--- src/rtl/fifo_pkg.sv ---
// Shared definitions for both halves of the dual-clock FIFO.
// Holds the pointer type and the Gray/binary conversion helpers.
package fifo_pkg;

    localparam int DEF_DATA_WIDTH = 8;
    localparam int DEF_ADDR_WIDTH = 4;

    // One extra MSB distinguishes full from empty when the address bits match.
    typedef logic [DEF_ADDR_WIDTH:0] ptr_t;

    function automatic ptr_t bin2gray(input ptr_t b);
        return b ^ (b >> 1);
    endfunction

    function automatic ptr_t gray2bin(input ptr_t g);
        ptr_t b;
        b[DEF_ADDR_WIDTH] = g[DEF_ADDR_WIDTH];
        for (int i = DEF_ADDR_WIDTH - 1; i >= 0; i--) begin
            b[i] = b[i+1] ^ g[i];
        end
        return b;
    endfunction

endpackage

--- src/rtl/fifo_wr_ctrl_if.sv ---
// Write-side bundle: producer handshake, status, pointer exchange and storage port.
interface fifo_wr_if
    import fifo_pkg::*;
#(
    parameter int DATA_WIDTH = DEF_DATA_WIDTH,
    parameter int ADDR_WIDTH = DEF_ADDR_WIDTH
);
    logic                  wrEn;
    logic [DATA_WIDTH-1:0] din;
    logic                  fifoFull;
    logic                  fifoAlmostFull;
    logic [ADDR_WIDTH:0]   wrCount;
    logic                  overflow;
    logic [ADDR_WIDTH:0]   rdPtrGray;
    logic [ADDR_WIDTH:0]   wrPtrGray;
    logic                  memWrEn;
    logic [ADDR_WIDTH-1:0] memWrAddr;
    logic [DATA_WIDTH-1:0] memWrData;

    modport slave (
        input  wrEn, din, rdPtrGray,
        output fifoFull, fifoAlmostFull, wrCount, overflow,
        output wrPtrGray, memWrEn, memWrAddr, memWrData
    );

    modport master (
        output wrEn, din, rdPtrGray,
        input  fifoFull, fifoAlmostFull, wrCount, overflow,
        input  wrPtrGray, memWrEn, memWrAddr, memWrData
    );
endinterface

--- src/rtl/sync_2ff.sv ---
// Two-flop synchroniser for a Gray-coded pointer crossing clock domains.
module sync_2ff #(
    parameter int WIDTH = 5
) (
    input  logic             clk_i,
    input  logic             rst_ni,
    input  logic [WIDTH-1:0] d_i,
    output logic [WIDTH-1:0] q_o
);
    logic [WIDTH-1:0] sync1_q;
    logic [WIDTH-1:0] sync2_q;

    always_ff @(posedge clk_i or negedge rst_ni) begin
        if (!rst_ni) begin
            sync1_q <= '0;
            sync2_q <= '0;
        end else begin
            sync1_q <= d_i;
            sync2_q <= sync1_q;
        end
    end

    assign q_o = sync2_q;
endmodule

--- src/rtl/fifo_wr_ctrl.sv ---
// Write-domain controller: pointers, storage write port, and full/almost-full/
// occupancy/overflow status derived from the synchronised read pointer.
module fifo_wr_ctrl
    import fifo_pkg::*;
#(
    parameter int DATA_WIDTH = DEF_DATA_WIDTH,
    parameter int ADDR_WIDTH = DEF_ADDR_WIDTH,
    parameter int AF_MARGIN  = 2
) (
    input  logic          wrClk,
    input  logic          rst,
    fifo_wr_if.slave      wif
);
    localparam int DEPTH = 2 ** ADDR_WIDTH;
    localparam int MSB   = ADDR_WIDTH;

    logic [MSB:0] wrPtrBin_q,  wrPtrBin_d;
    logic [MSB:0] wrPtrGray_q, wrPtrGray_d;
    logic [MSB:0] wrCount_q,   wrCount_d;
    logic         full_q,      full_d;
    logic         almFull_q,   almFull_d;
    logic         overflow_q,  overflow_d;

    logic [MSB:0] rdSync2;
    logic [MSB:0] rdBinSync;
    logic [MSB:0] fullMatch;
    logic         accept;

    sync_2ff #(.WIDTH(MSB + 1)) u_rd_sync (
        .clk_i  (wrClk),
        .rst_ni (rst),
        .d_i    (wif.rdPtrGray),
        .q_o    (rdSync2)
    );

    // Gating with rst keeps the storage strobe quiet while reset is held.
    assign accept = wif.wrEn & ~full_q & rst;

    assign rdBinSync = gray2bin(rdSync2);
    // Full pattern: write pointer one lap ahead, i.e. top two Gray bits inverted.
    assign fullMatch = {~rdSync2[MSB:MSB-1], rdSync2[MSB-2:0]};

    always_comb begin
        wrPtrBin_d  = wrPtrBin_q + {{MSB{1'b0}}, accept};
        wrPtrGray_d = bin2gray(wrPtrBin_d);
        full_d      = (wrPtrGray_d == fullMatch);
        wrCount_d   = wrPtrBin_d - rdBinSync;
        almFull_d   = (int'(wrCount_d) >= DEPTH - AF_MARGIN);
        overflow_d  = overflow_q | (wif.wrEn & full_q);
    end

    always_ff @(posedge wrClk or negedge rst) begin
        if (!rst) begin
            wrPtrBin_q  <= '0;
            wrPtrGray_q <= '0;
            wrCount_q   <= '0;
            full_q      <= 1'b0;
            almFull_q   <= 1'b0;
            overflow_q  <= 1'b0;
        end else begin
            wrPtrBin_q  <= wrPtrBin_d;
            wrPtrGray_q <= wrPtrGray_d;
            wrCount_q   <= wrCount_d;
            full_q      <= full_d;
            almFull_q   <= almFull_d;
            overflow_q  <= overflow_d;
        end
    end

    assign wif.memWrEn        = accept;
    assign wif.memWrAddr      = wrPtrBin_q[MSB-1:0];
    assign wif.memWrData      = wif.din;
    assign wif.wrPtrGray      = wrPtrGray_q;
    assign wif.fifoFull       = full_q;
    assign wif.fifoAlmostFull = almFull_q;
    assign wif.wrCount        = wrCount_q;
    assign wif.overflow       = overflow_q;
endmodule

--- src/flat_wrapper.sv ---
// flat-port wrapper written by rule: the top's interface ports become plain ports
module fifo_wr_ctrl_flat import fifo_pkg::*;
#(
    parameter int DATA_WIDTH = DEF_DATA_WIDTH,
    parameter int ADDR_WIDTH = DEF_ADDR_WIDTH,
    parameter int AF_MARGIN  = 2
)
  (wrClk, rst, wif_wrEn, wif_din, wif_rdPtrGray, wif_fifoFull, wif_fifoAlmostFull, wif_wrCount, wif_overflow, wif_wrPtrGray, wif_memWrEn, wif_memWrAddr, wif_memWrData);
  fifo_wr_if #(.DATA_WIDTH(DATA_WIDTH), .ADDR_WIDTH(ADDR_WIDTH)) wif_i ();
  input  logic wrClk;
  input  logic rst;
  input wire logic [$bits(wif_i.wrEn)-1:0] wif_wrEn;
  input wire logic [$bits(wif_i.din)-1:0] wif_din;
  input wire logic [$bits(wif_i.rdPtrGray)-1:0] wif_rdPtrGray;
  output wire logic [$bits(wif_i.fifoFull)-1:0] wif_fifoFull;
  output wire logic [$bits(wif_i.fifoAlmostFull)-1:0] wif_fifoAlmostFull;
  output wire logic [$bits(wif_i.wrCount)-1:0] wif_wrCount;
  output wire logic [$bits(wif_i.overflow)-1:0] wif_overflow;
  output wire logic [$bits(wif_i.wrPtrGray)-1:0] wif_wrPtrGray;
  output wire logic [$bits(wif_i.memWrEn)-1:0] wif_memWrEn;
  output wire logic [$bits(wif_i.memWrAddr)-1:0] wif_memWrAddr;
  output wire logic [$bits(wif_i.memWrData)-1:0] wif_memWrData;
  assign wif_i.wrEn = wif_wrEn;
  assign wif_i.din = wif_din;
  assign wif_i.rdPtrGray = wif_rdPtrGray;
  assign wif_fifoFull = wif_i.fifoFull;
  assign wif_fifoAlmostFull = wif_i.fifoAlmostFull;
  assign wif_wrCount = wif_i.wrCount;
  assign wif_overflow = wif_i.overflow;
  assign wif_wrPtrGray = wif_i.wrPtrGray;
  assign wif_memWrEn = wif_i.memWrEn;
  assign wif_memWrAddr = wif_i.memWrAddr;
  assign wif_memWrData = wif_i.memWrData;
  fifo_wr_ctrl #(.DATA_WIDTH(DATA_WIDTH), .ADDR_WIDTH(ADDR_WIDTH), .AF_MARGIN(AF_MARGIN)) u_core (.wrClk(wrClk), .rst(rst), .wif(wif_i));
endmodule
--- config.mk ---
export PLATFORM = sky130hd
export DESIGN_NAME = fifo_wr_ctrl_flat
export DESIGN_NICKNAME = d
export VERILOG_FILES = /design/src/rtl/fifo_pkg.sv /design/src/rtl/fifo_wr_ctrl_if.sv /design/src/rtl/sync_2ff.sv /design/src/rtl/fifo_wr_ctrl.sv /design/src/flat_wrapper.sv
export SDC_FILE = /design/constraint.sdc
export NUM_CORES = 1
export LEC_CHECK = 0
export CELL_PAD_IN_SITES_DETAIL_PLACEMENT = 1
export CELL_PAD_IN_SITES_GLOBAL_PLACEMENT = 1
export CORE_UTILIZATION = 31
export CTS_BUF_LIST = sky130_fd_sc_hd__clkbuf_8 sky130_fd_sc_hd__clkbuf_16
export DETAILED_ROUTE_END_ITERATION = 7
export PLACE_DENSITY = 0.71
export SYNTH_ARGS = -nofsm -noshare
export SYNTH_HDL_FRONTEND = slang
export SYNTH_SLANG_ARGS = --single-unit
export TNS_END_PERCENT = 30
--- constraint.sdc ---
create_clock -name wrClk -period 2.2 [get_ports wrClk]
set_input_delay 0.22 -clock wrClk [delete_from_list [all_inputs] [get_ports wrClk]]
set_output_delay 0.22 -clock wrClk [all_outputs]
set_load 0.01 [all_outputs]
==> metrics, run 1 <==
placeable core area 3800 um2; RSZ-0062 raised after global routing true; Setup crit end kind flop; failing checks negative setup slack; DRC 0; vias per std cell approximately 4.5; nature of the critical path startpoint flop; FMAX ~420 MHz; number of slew-limit violations in the final report 0; GP Congestion 0.728; share of cells above drive strength 1 a little under a third; P per Cell Area 1540 nW/um2; worst relative slew slack 72.7%; proportion of power drawn by combinational gates 61.1%; worst IR drop on VDD 0.778 mV; Pint 1.84 mW; via count of the first global-routing pass 910; clock insertion delay at the later pin of the skew report 270 ps; main flop type after synthesis dfrtp_1; type of the worst setup path flop to flop; maximum number of pins on one net before global-route repair 28; Cell Count, Final, Fillers Out 191; buffer cell driving the clock tree root clkbuf_8; Post-synth EDFFs 0; CTS tree done; Overflow after GRT 0; switching share of power 35.3%; average wire per cell in the routed design 13.8 um; worst-path fanout max 2; Final Net Count 168; clock skew after layout 4.90 ps; fill cell total of the finished layout 399; CP Data Arrival Time roughly 2500 ps; Initial Utilization 33.3%; DR vias 860; FP Rows 22; fraction of the yosys area taken by sequential cells about 53%; detailed-router iteration count before antenna repair 2; post-route fraction of the period consumed by the critical path 109%; Seq cells post-synth 27; first-pass GRT wire length 4360 um; vertical extent of the die 65.9 um; synthesized instance count 100; Area growth syn-to-layout 45.9%; actual transition at the worst max-transition pin 410 ps; clock transition time at the flip-flop clock pins of the worst setup and hold paths 90 ps; wirelength, routed 2640 um; minimum period implied by the final worst setup slack 2390 ps; CTS Sinks 27; required time worst endpoint 2340 ps; antenna viol nets, final 0; Final Hold Fails 0; most frequent cells in the layout 27 x dfrtp_1, 25 x clkdlybuf4s50_1, 22 x buf_4; yosys warns 0; antenna violations before repair 0; kind of path behind the tightest hold check input port to asynchronous set/reset pin; count of input and output buffers 25; syn avg cell area 12.6 um2; total placed instance area 1680 um2; cell count after placement 179; # Max-Cap Violations 0; Final WS setup -194 ps; ports placed on the boundary 42; sequential power share between 20 and 30%; number of library cell types mapped by synthesis 27; number of H-tree levels 1; Post-Syn Area 1260 um2; result of the run finished with violations; buffers from clock root to sink, at most 2; Antenna Diode Count 0; reported net switching power 0.999 mW; leakage component of the power 0.826 nW; final core utilization between 40% and 50%; floorplan die area 4340 um2; DPL Wire Length 1850 um; Die X-Extent roughly 66 um; Syn Nets 124; final number of setup-violating endpoints 5; most common library cell in the layout ignoring fill and taps dfrtp_1; proportion of register bits with asynchronous set or reset after synthesis 100%; final standard cell area without fillers 1850 um2; initial DRC count 8; global-route total usage across every layer 13.6%; number of buffers created by CTS 3; Clk network pwr share around a tenth
## final cells by class
type	count	area, um2	area share [%]
flip-flops and latches	27	676	36.6
repair buffers	49	438	23.7
clock buffers	3	41.3	2.24
well taps	48	60.1	3.25
multi-input cells	56	601	32.5
inverters	7	26.3	1.42
clock inverters	1	3.75	0.203
## sequential cells by signal (all words and copies together) (netlist names)
name / cells
u_core.u_rd_sync.q_o: 5
u_core.wif.fifoFull: 1
u_core.u_rd_sync.sync1_q: 5
u_core.wif.fifoAlmostFull: 1
u_core.wrPtrBin_q: 5
u_core.wif.wrCount: 5
u_core.wif.overflow: 1
u_core.wif.wrPtrGray: 4
## per-stage QoR
stage | TNS (ps) | hold slack [ps] | setup slack [ps] | total power [mW]
2_1_floorplan | -41.9 | -75.6 | -41.9 | 1.63
3_3_place_gp | -1090 | 333 | -268 | 2.25
3_5_place_dp | -1440 | 342 | -403 | 2.30
4_1_cts | -734 | 360 | -241 | 2.77
5_1_grt | -1250 | 363 | -326 | 3.05
6_report | -594 | 348 | -194 | 2.83
## cell usage after synthesis (2+ instances only)
| master | instances | area, um2 |
|---|---|---|
| nor2_1 | 2 | 7.51 |
| a21boi_0 | 3 | 22.5 |
| dfrtp_1 | 27 | 676 |
| nand3_1 | 3 | 15.0 |
| xor2_1 | 6 | 52.6 |
| xnor3_1 | 2 | 45.0 |
| o21ai_0 | 3 | 15.0 |
| a21o_1 | 2 | 15.0 |
| buf_4 | 8 | 60.1 |
| xnor2_1 | 11 | 96.3 |
| ha_1 | 7 | 87.6 |
| nand2_1 | 4 | 15.0 |
| nor2b_1 | 2 | 12.5 |
| inv_1 | 7 | 26.3 |
## routing by layer
layer	GRT usage (%)	vias to the layer above	wire length [um]
met3	1.55	4	89
met4	5.98	0	30
met5	0	-	0
met1	17.6	435	1170
li1	-	400	-
met2	22.6	21	1350
## cells by family after synthesis
family	count (synthesis)	synth area share, %
simple gates	16	6.92
fa+ha+maj	8	8.51
xor+xnor	21	17.9
compound gates	11	5.74
buf+inv	17	7.52
flops	27	53.4
## critical path, cell delays in order, from the launching register on
cell and delay, ps:
dfrtp_1 420, xnor2_2 250, xor2_2 250, xor2_2 200, buf_4 140, buf_4 100
inv_1 50, fa_2 390, nor2b_1 130, o21ai_1 90, nand3_1 150, o311ai_2 120
## power groups by stage
stage | sequential [mW] | combinational, mW | clock [mW]
finish | 0.826 | 1.73 | 0.275
global route | 0.851 | 1.89 | 0.309
CTS | 0.829 | 1.65 | 0.289
detailed placement | 0.834 | 1.47 | 0
global placement | 0.822 | 1.43 | 0
floorplan | 0.856 | 0.776 | 0
## repair_timing
action / in CTS / in global routing
setup buffers: 5 / 3
pin swaps: 10 / 9
gates cloned: 0 / 0
hold buffers: 0 / 0
endpoints found under the setup margin: 6 / 6
resized for setup: 9 / 7
## worst paths after layout
kind                                                  startpoint                                  end  slack [ps]  cells after the start
max                            u_core.u_rd_sync.q_o[3]$_DFF_PN0_  u_core.wif.fifoAlmostFull$_DFF_PN0_        -190                     11
min                                                          rst       u_core.wrPtrBin_q[0]$_DFF_PN0_         350                      2
max reg2reg                    u_core.u_rd_sync.q_o[3]$_DFF_PN0_  u_core.wif.fifoAlmostFull$_DFF_PN0_        -190                     11
min reg2reg                u_core.u_rd_sync.sync1_q[0]$_DFF_PN0_    u_core.u_rd_sync.q_o[0]$_DFF_PN0_         360                      0
max in group asynchronous                                    rst    u_core.u_rd_sync.q_o[4]$_DFF_PN0_        1590                      2
min in group wrClk         u_core.u_rd_sync.sync1_q[0]$_DFF_PN0_    u_core.u_rd_sync.q_o[0]$_DFF_PN0_         360                      0
Note: power is estimated with default switching activity, not from simulation.
==> run 2, diff against run 1 <==
Settings changed: ABC_AREA set to 1, CORE_ASPECT_RATIO set to 1.5, CORE_UTILIZATION 31 to 30, TNS_END_PERCENT 30 to 100.
==> metrics, run 2 <==
cell count after placement 226 (+26%); Initial Utilization 31.4% (-1.9 points); largest area contributor in the netlist dfrtp_1; CP Data Arrival Time 2530 ps (about the same); Final WS setup -113 ps (+81.2 ps); antenna viol nets, final 0 (unchanged); fraction of the yosys area taken by sequential cells 51.2% (-2.2 points); maximum number of pins on one net before global-route repair 28 (unchanged); fill cell total of the finished layout 486 (+22%); kind of path behind the tightest hold check flop to flop; yosys warns 0 (unchanged); most common library cell in the layout ignoring fill and taps nand2_1; Storage cell area 676 um2 (unchanged); most frequent cell after synthesis nand2_1; failing checks negative setup slack; sum of negative setup slack -221 ps (+373 ps); minimum period implied by the final worst setup slack 2310 ps (-81.2 ps); Crit path largest cell delay 420 ps (about the same); DR vias 1111 (+29%); origin of the worst min-delay path u_core.u_rd_sync.sync1_q[1]$_DFF_PN0_; DRC 0 (unchanged); cell count of the worst reg-to-reg path 14 (+3); number of H-tree levels 1 (unchanged); largest cells by area after synthesis dfrtp_1 51%, nand2_1 10%, nand3_1 6.8%; syn avg cell area 9.23 um2 (-27%); main flop type after synthesis dfrtp_1; Area growth syn-to-layout 42.4%; number of library cell types mapped by synthesis 18 (-33%); global-route total usage across every layer 14.8% (+1.2 points); Worst Hold Path Cells 0; Seq cells post-synth 27 (unchanged); first-pass GRT wire length 5360 um (+23%); CTS Sinks 27 (unchanged); clock skew after layout 1.97 ps (-2.93 ps); DPL Wire Length 2510 um (+36%); vertical extent of the die 83.2 um (+26%); Antenna Diode Count 0 (unchanged); count of input and output buffers 25 (unchanged); wirelength, routed 3250 um (+23%); buffers from clock root to sink, at most 2 (unchanged); ports placed on the boundary 42 (unchanged); FMAX 432 MHz (+3.5%); nature of the critical path startpoint flop; placeable core area 4210 um2 (+11%); antenna violations before repair 0 (unchanged); average wire per cell in the routed design 14.0 um (+0.82%); GP Congestion 0.802 (+10%); post-route fraction of the period consumed by the critical path 105% (-3.7 points); Overflow after GRT 0 (unchanged); RSZ-0062 raised after global routing true; final number of setup-violating endpoints 2 (-3); CTS tree done; FP Rows 29 (+32%); leakage component of the power 0.959 nW (+16%); detailed-router iteration count before antenna repair 4 (+2); worst IR drop on VDD 0.811 mV (+4.2%); # Max-Cap Violations 0 (unchanged); Post-synth EDFFs 0 (unchanged); P per Cell Area 1290 nW/um2 (-16%); Syn Nets 167 (+35%); required time worst endpoint 2420 ps (+80 ps); Power Total 2.42 mW (-15%); Setup crit end kind flop; Critical Path, Cell by Cell xnor2_2 > or2_4 > nand2_4 > nand2_4 > buf_4 > nand2_1 > inv_1 > fa_2 > inv_2 > nand2_1 > nand2_1 > a21oi_2 > or2_1 > nand3_2; floorplan die area 4670 um2 (+7.7%); proportion of register bits with asynchronous set or reset after synthesis 100% (unchanged); result of the run finished with violations; share of cells above drive strength 1 28.3% (-3.1 points); Final Net Count 212 (+26%); Final Hold Fails 0 (unchanged); Critical Path Slowest Stage Cell dfrtp_1; Cell Count, Final, Fillers Out 233 (+22%); buffer cell driving the clock tree root clkbuf_8; actual transition at the worst max-transition pin 340 ps (-69.9 ps); crit path launch u_core.u_rd_sync.q_o[4]$_DFF_PN0_; startpoint of the worst-slack reg-to-reg timing path u_core.u_rd_sync.q_o[4]$_DFF_PN0_; worst-path fanout max 3 (+1); number of buffers created by CTS 3 (unchanged); most numerous cell types in the synthesized netlist 36 x nand2_1, 27 x dfrtp_1, 21 x inv_1; area of the multi-input gates 599 um2 (-0.21%); initial DRC count 19 (+11); via count of the first global-routing pass 1186 (+30%); synthesized instance count 143 (+43%); vias per std cell 4.77 (+5.9%); worst relative slew slack 77.4% (+4.7 points); clock transition time at the flip-flop clock pins of the worst setup and hold paths 90 ps (about the same); most frequent cells in the layout 32 x nand2_1, 27 x dfrtp_1, 25 x clkdlybuf4s50_1; Post-Syn Area 1320 um2 (+4.4%); cell seen most often among critical-path stages nand2_1; number of slew-limit violations in the final report 0 (unchanged); clock insertion delay at the later pin of the skew report 270 ps (about the same); Die X-Extent 56.2 um (-15%); type of the worst setup path flop to flop; portion of synthesized cell area occupied by the leading cell type 51.2% (-2.2 points)
## run 2: per-stage QoR
| step | util (%) | hold slack [ps] | area (um2) | worst slack [ps] |
|---|---|---|---|---|
| after floorplan | - | -75.6 | 1330 | 4.38 |
| final | 44.6 | 358 | 1880 | -113 |
| after global routing | 44.6 | 363 | 1880 | -267 |
| after detailed placement | 41.1 | 337 | 1730 | -399 |
| after global placement | 41.1 | 333 | 1730 | -288 |
| after CTS | 44.0 | 359 | 1850 | -94.5 |
## run 2: cells by family after synthesis
kind of cell	Yosys count	share of synthesized area (%)
simple gates	73	26.8
buf+inv	29	10.5
flops	27	51.2
fa+ha+maj	8	8.15
compound gates	3	1.33
xor+xnor	3	1.99
## run 2: metal layers
| layer | vias up | GRT usage [%] | part of all wire, % |
|---|---|---|---|
| met5 | - | 0 | 0 |
| met3 | 9 | 1.87 | 3.0 |
| li1 | 531 | - | - |
| met4 | 0 | 6.87 | 2.8 |
| met2 | 30 | 28.2 | 59 |
| met1 | 541 | 15.4 | 35 |
## run 2: worst paths after layout
| path | end | slack (ps) |
|---|---|---|
| max | u_core.wif.fifoAlmostFull$_DFF_PN0_ | -110 |
| min | u_core.u_rd_sync.q_o[1]$_DFF_PN0_ | 360 |
| max reg2reg | u_core.wif.fifoAlmostFull$_DFF_PN0_ | -110 |
| min reg2reg | u_core.u_rd_sync.q_o[1]$_DFF_PN0_ | 360 |
| max in group asynchronous | u_core.wrPtrBin_q[1]$_DFF_PN0_ | 1560 |
| min in group asynchronous | u_core.u_rd_sync.sync1_q[3]$_DFF_PN0_ | 380 |
## run 2: final cells by class
type / instances / area share [%]
timing repair buffer: 48 / 22.5
tap: 46 / 3.06
clock buffer: 3 / 2.20
clock inverter: 1 / 0.200
sequential: 27 / 36.0
inverter: 21 / 4.19
multi-input combinational: 87 / 31.9
## run 2: worst max-delay path, delay by kind of cell (launching register included)
| kind | cells | cell delay [ps] |
|---|---|---|
| adders and majority gates | 1 | 370 |
| AOI/OAI and AO/OA | 1 | 50 |
| buffers and inverters | 3 | 270 |
| xor gates and xnor gates | 1 | 180 |
| and+or+nand+nor | 8 | 960 |
| DFF | 1 | 420 |
## run 2: what timing repair did
action	4_1_cts	5_1_grt
hold buffers	0	0
endpoints found under the setup margin	3	3
buffers inserted	1	2
resized for setup	15	3
pin swaps	3	0
cloned	0	0
## run 2: power breakdown
group	internal, mW	switching, mW	leakage, nW	total (mW)
clock network	0.125	0.153	0.0269	0.278
registers	0.658	0.0958	0.323	0.754
logic	0.705	0.686	0.609	1.39
total	1.49	0.935	0.959	2.42
==> edit: new RTL, config.mk and constraints of run 2 <==
`DEF_DATA_WIDTH`: 8 -> 12.
--- a/src/rtl/fifo_pkg.sv
+++ b/src/rtl/fifo_pkg.sv
@@ -3,5 +3,5 @@
 package fifo_pkg;
 
-    localparam int DEF_DATA_WIDTH = 8;
+    localparam int DEF_DATA_WIDTH = 12;
     localparam int DEF_ADDR_WIDTH = 4;
 
Interface: changed (resized wif_din and wif_memWrData); port bits go from 42 to 50. No check against the original RTL was run, so the function may have changed too.
==> edit against run 2 <==
- the flow finishes with violations (design-rule violations, negative setup slack)
- non-clock buffer count down 2
- synthesized cell count grew 2.8%
- routed wire length up 1.8%
- power rose by 3.1%
- area after synthesis grew 2.3%
- final area is 0.40% lower
- setup slack improved by 32 ps
- die area rose by 2.2%
- sequential cell count did not move
- combinational power rose by 4%
- hold slack worse by 2.7 ps
- critical path depth grew 1
- critical endpoint unchanged
- largest cell class unchanged
- largest power group unchanged
- highest routed layer unchanged
==> edit: results (changes against run 2) <==
* Result of the run: finished with violations
* Via-to-Cell Ratio: 4.77 (about the same)
* First-pass DRT Iterations: 6 (+2)
* DRT iter0 DRCs: 9 (-10)
- The number of inserted filler cells in the final layout was 504 (+3.7%).
- Setup TNS Final: -158 ps (+62.6 ps)
* Total nets after synthesis: 175 (+4.8%)
* Worst r2r path cells: 15 (+1)
- Switching fraction of total power: 0.397 (+0.0107)
* Non-filler cells, final: 231 (-0.86%)
- The total setup violations reported at the end of the flow came to 2 (unchanged).
* Final net count: 214 (+0.94%)
- GPL Wtd Cong: 0.819 (+2.1%)
- Layout cell share with drive strength beyond 1: 0.314 (+0.0301)
- The worst slack on hold paths was 355 ps (-2.68 ps).
* Violated checks: design-rule violations, negative setup slack
- In this run the most critical hold path is launched from u_core.u_rd_sync.sync1_q[0].
- The worst clock skew came to 4.39 ps (+2.42 ps).
- Global routing usage summed across all routing layers: 0.157 (+0.00909)
- Worst slew margin relative to its limit: 0.771 (-0.00283)
- Fin worst setup slack: -81.7 ps (+31.5 ps)
* Number of remaining DRC errors: 6 (+6)
- The met1 track demand over resource came to 0.149 (-0.00456).
* Register area share after synthesis: 0.500 (-0.0114)
* Met3 routing resource usage after global routing: 0.0416 (+0.0229)
- The leakage power of the design is 0.938 nW (-2.2%).
- Via count of the first global-routing pass: 1277 (+7.7%)
edit: changes by cell type after synthesis:
cell	run 2	this run
sky130_fd_sc_hd__buf_4	8	12
edit: through the flow:
stage                     setup slack (ps)  cell area, µm²
after floorplan                       4.38            1360
after global placement                -331            1720
after detailed placement              -498            1720
after CTS                            -94.8            1840
after global routing                  -193            1870
final                                -81.7            1870
edit: logic make-up (layout without fill, tap and decap cells):
logic type | after synthesis | count (layout) | synth area share
AND/OR/NAND/NOR | 73 | 73 | 0.262
AO/OA/AOI/OAI | 3 | 3 | 0.0130
buffers and inverters | 33 | 71 | 0.125
adder cells (fa/ha/maj) | 8 | 8 | 0.0797
XOR/XNOR | 3 | 3 | 0.0195
flip-flops | 27 | 27 | 0.500
edit: timing repair:
action,CTS,global route
resized for setup,15,7
gates cloned,0,0
endpoints found under the setup margin,3,5
hold buffers,0,0
buffers inserted,2,1
pin swaps,4,5
edit: power groups by stage:
| stage | Combinational, mW | Sequential, mW | Clock, mW |
|---|---|---|---|
| 2_1_floorplan | 0.597 | 0.832 | 0 |
| 3_3_place_gp | 1.24 | 0.767 | 0 |
| 3_5_place_dp | 1.30 | 0.778 | 0 |
| 4_1_cts | 1.40 | 0.771 | 0.303 |
| 5_1_grt | 1.59 | 0.790 | 0.321 |
| 6_report | 1.44 | 0.768 | 0.295 |
edit: routing by layer:
metal  routed length [µm]  vias to the layer above
met5                    0                        -
met4                   85                        0
met3                  113                        8
met2                 1910                       28
met1                 1200                      543
li1                     -                      522
edit: final cells by class:
class | instances | area (µm²) | area share
tap | 46 | 57.6 | 0.0307
clock buffer | 3 | 41.3 | 0.0221
inverter | 21 | 78.8 | 0.0421
clock inverter | 1 | 5.00 | 0.00267
timing repair buffer | 46 | 408 | 0.218
multi-input combinational | 87 | 606 | 0.324
sequential | 27 | 676 | 0.361
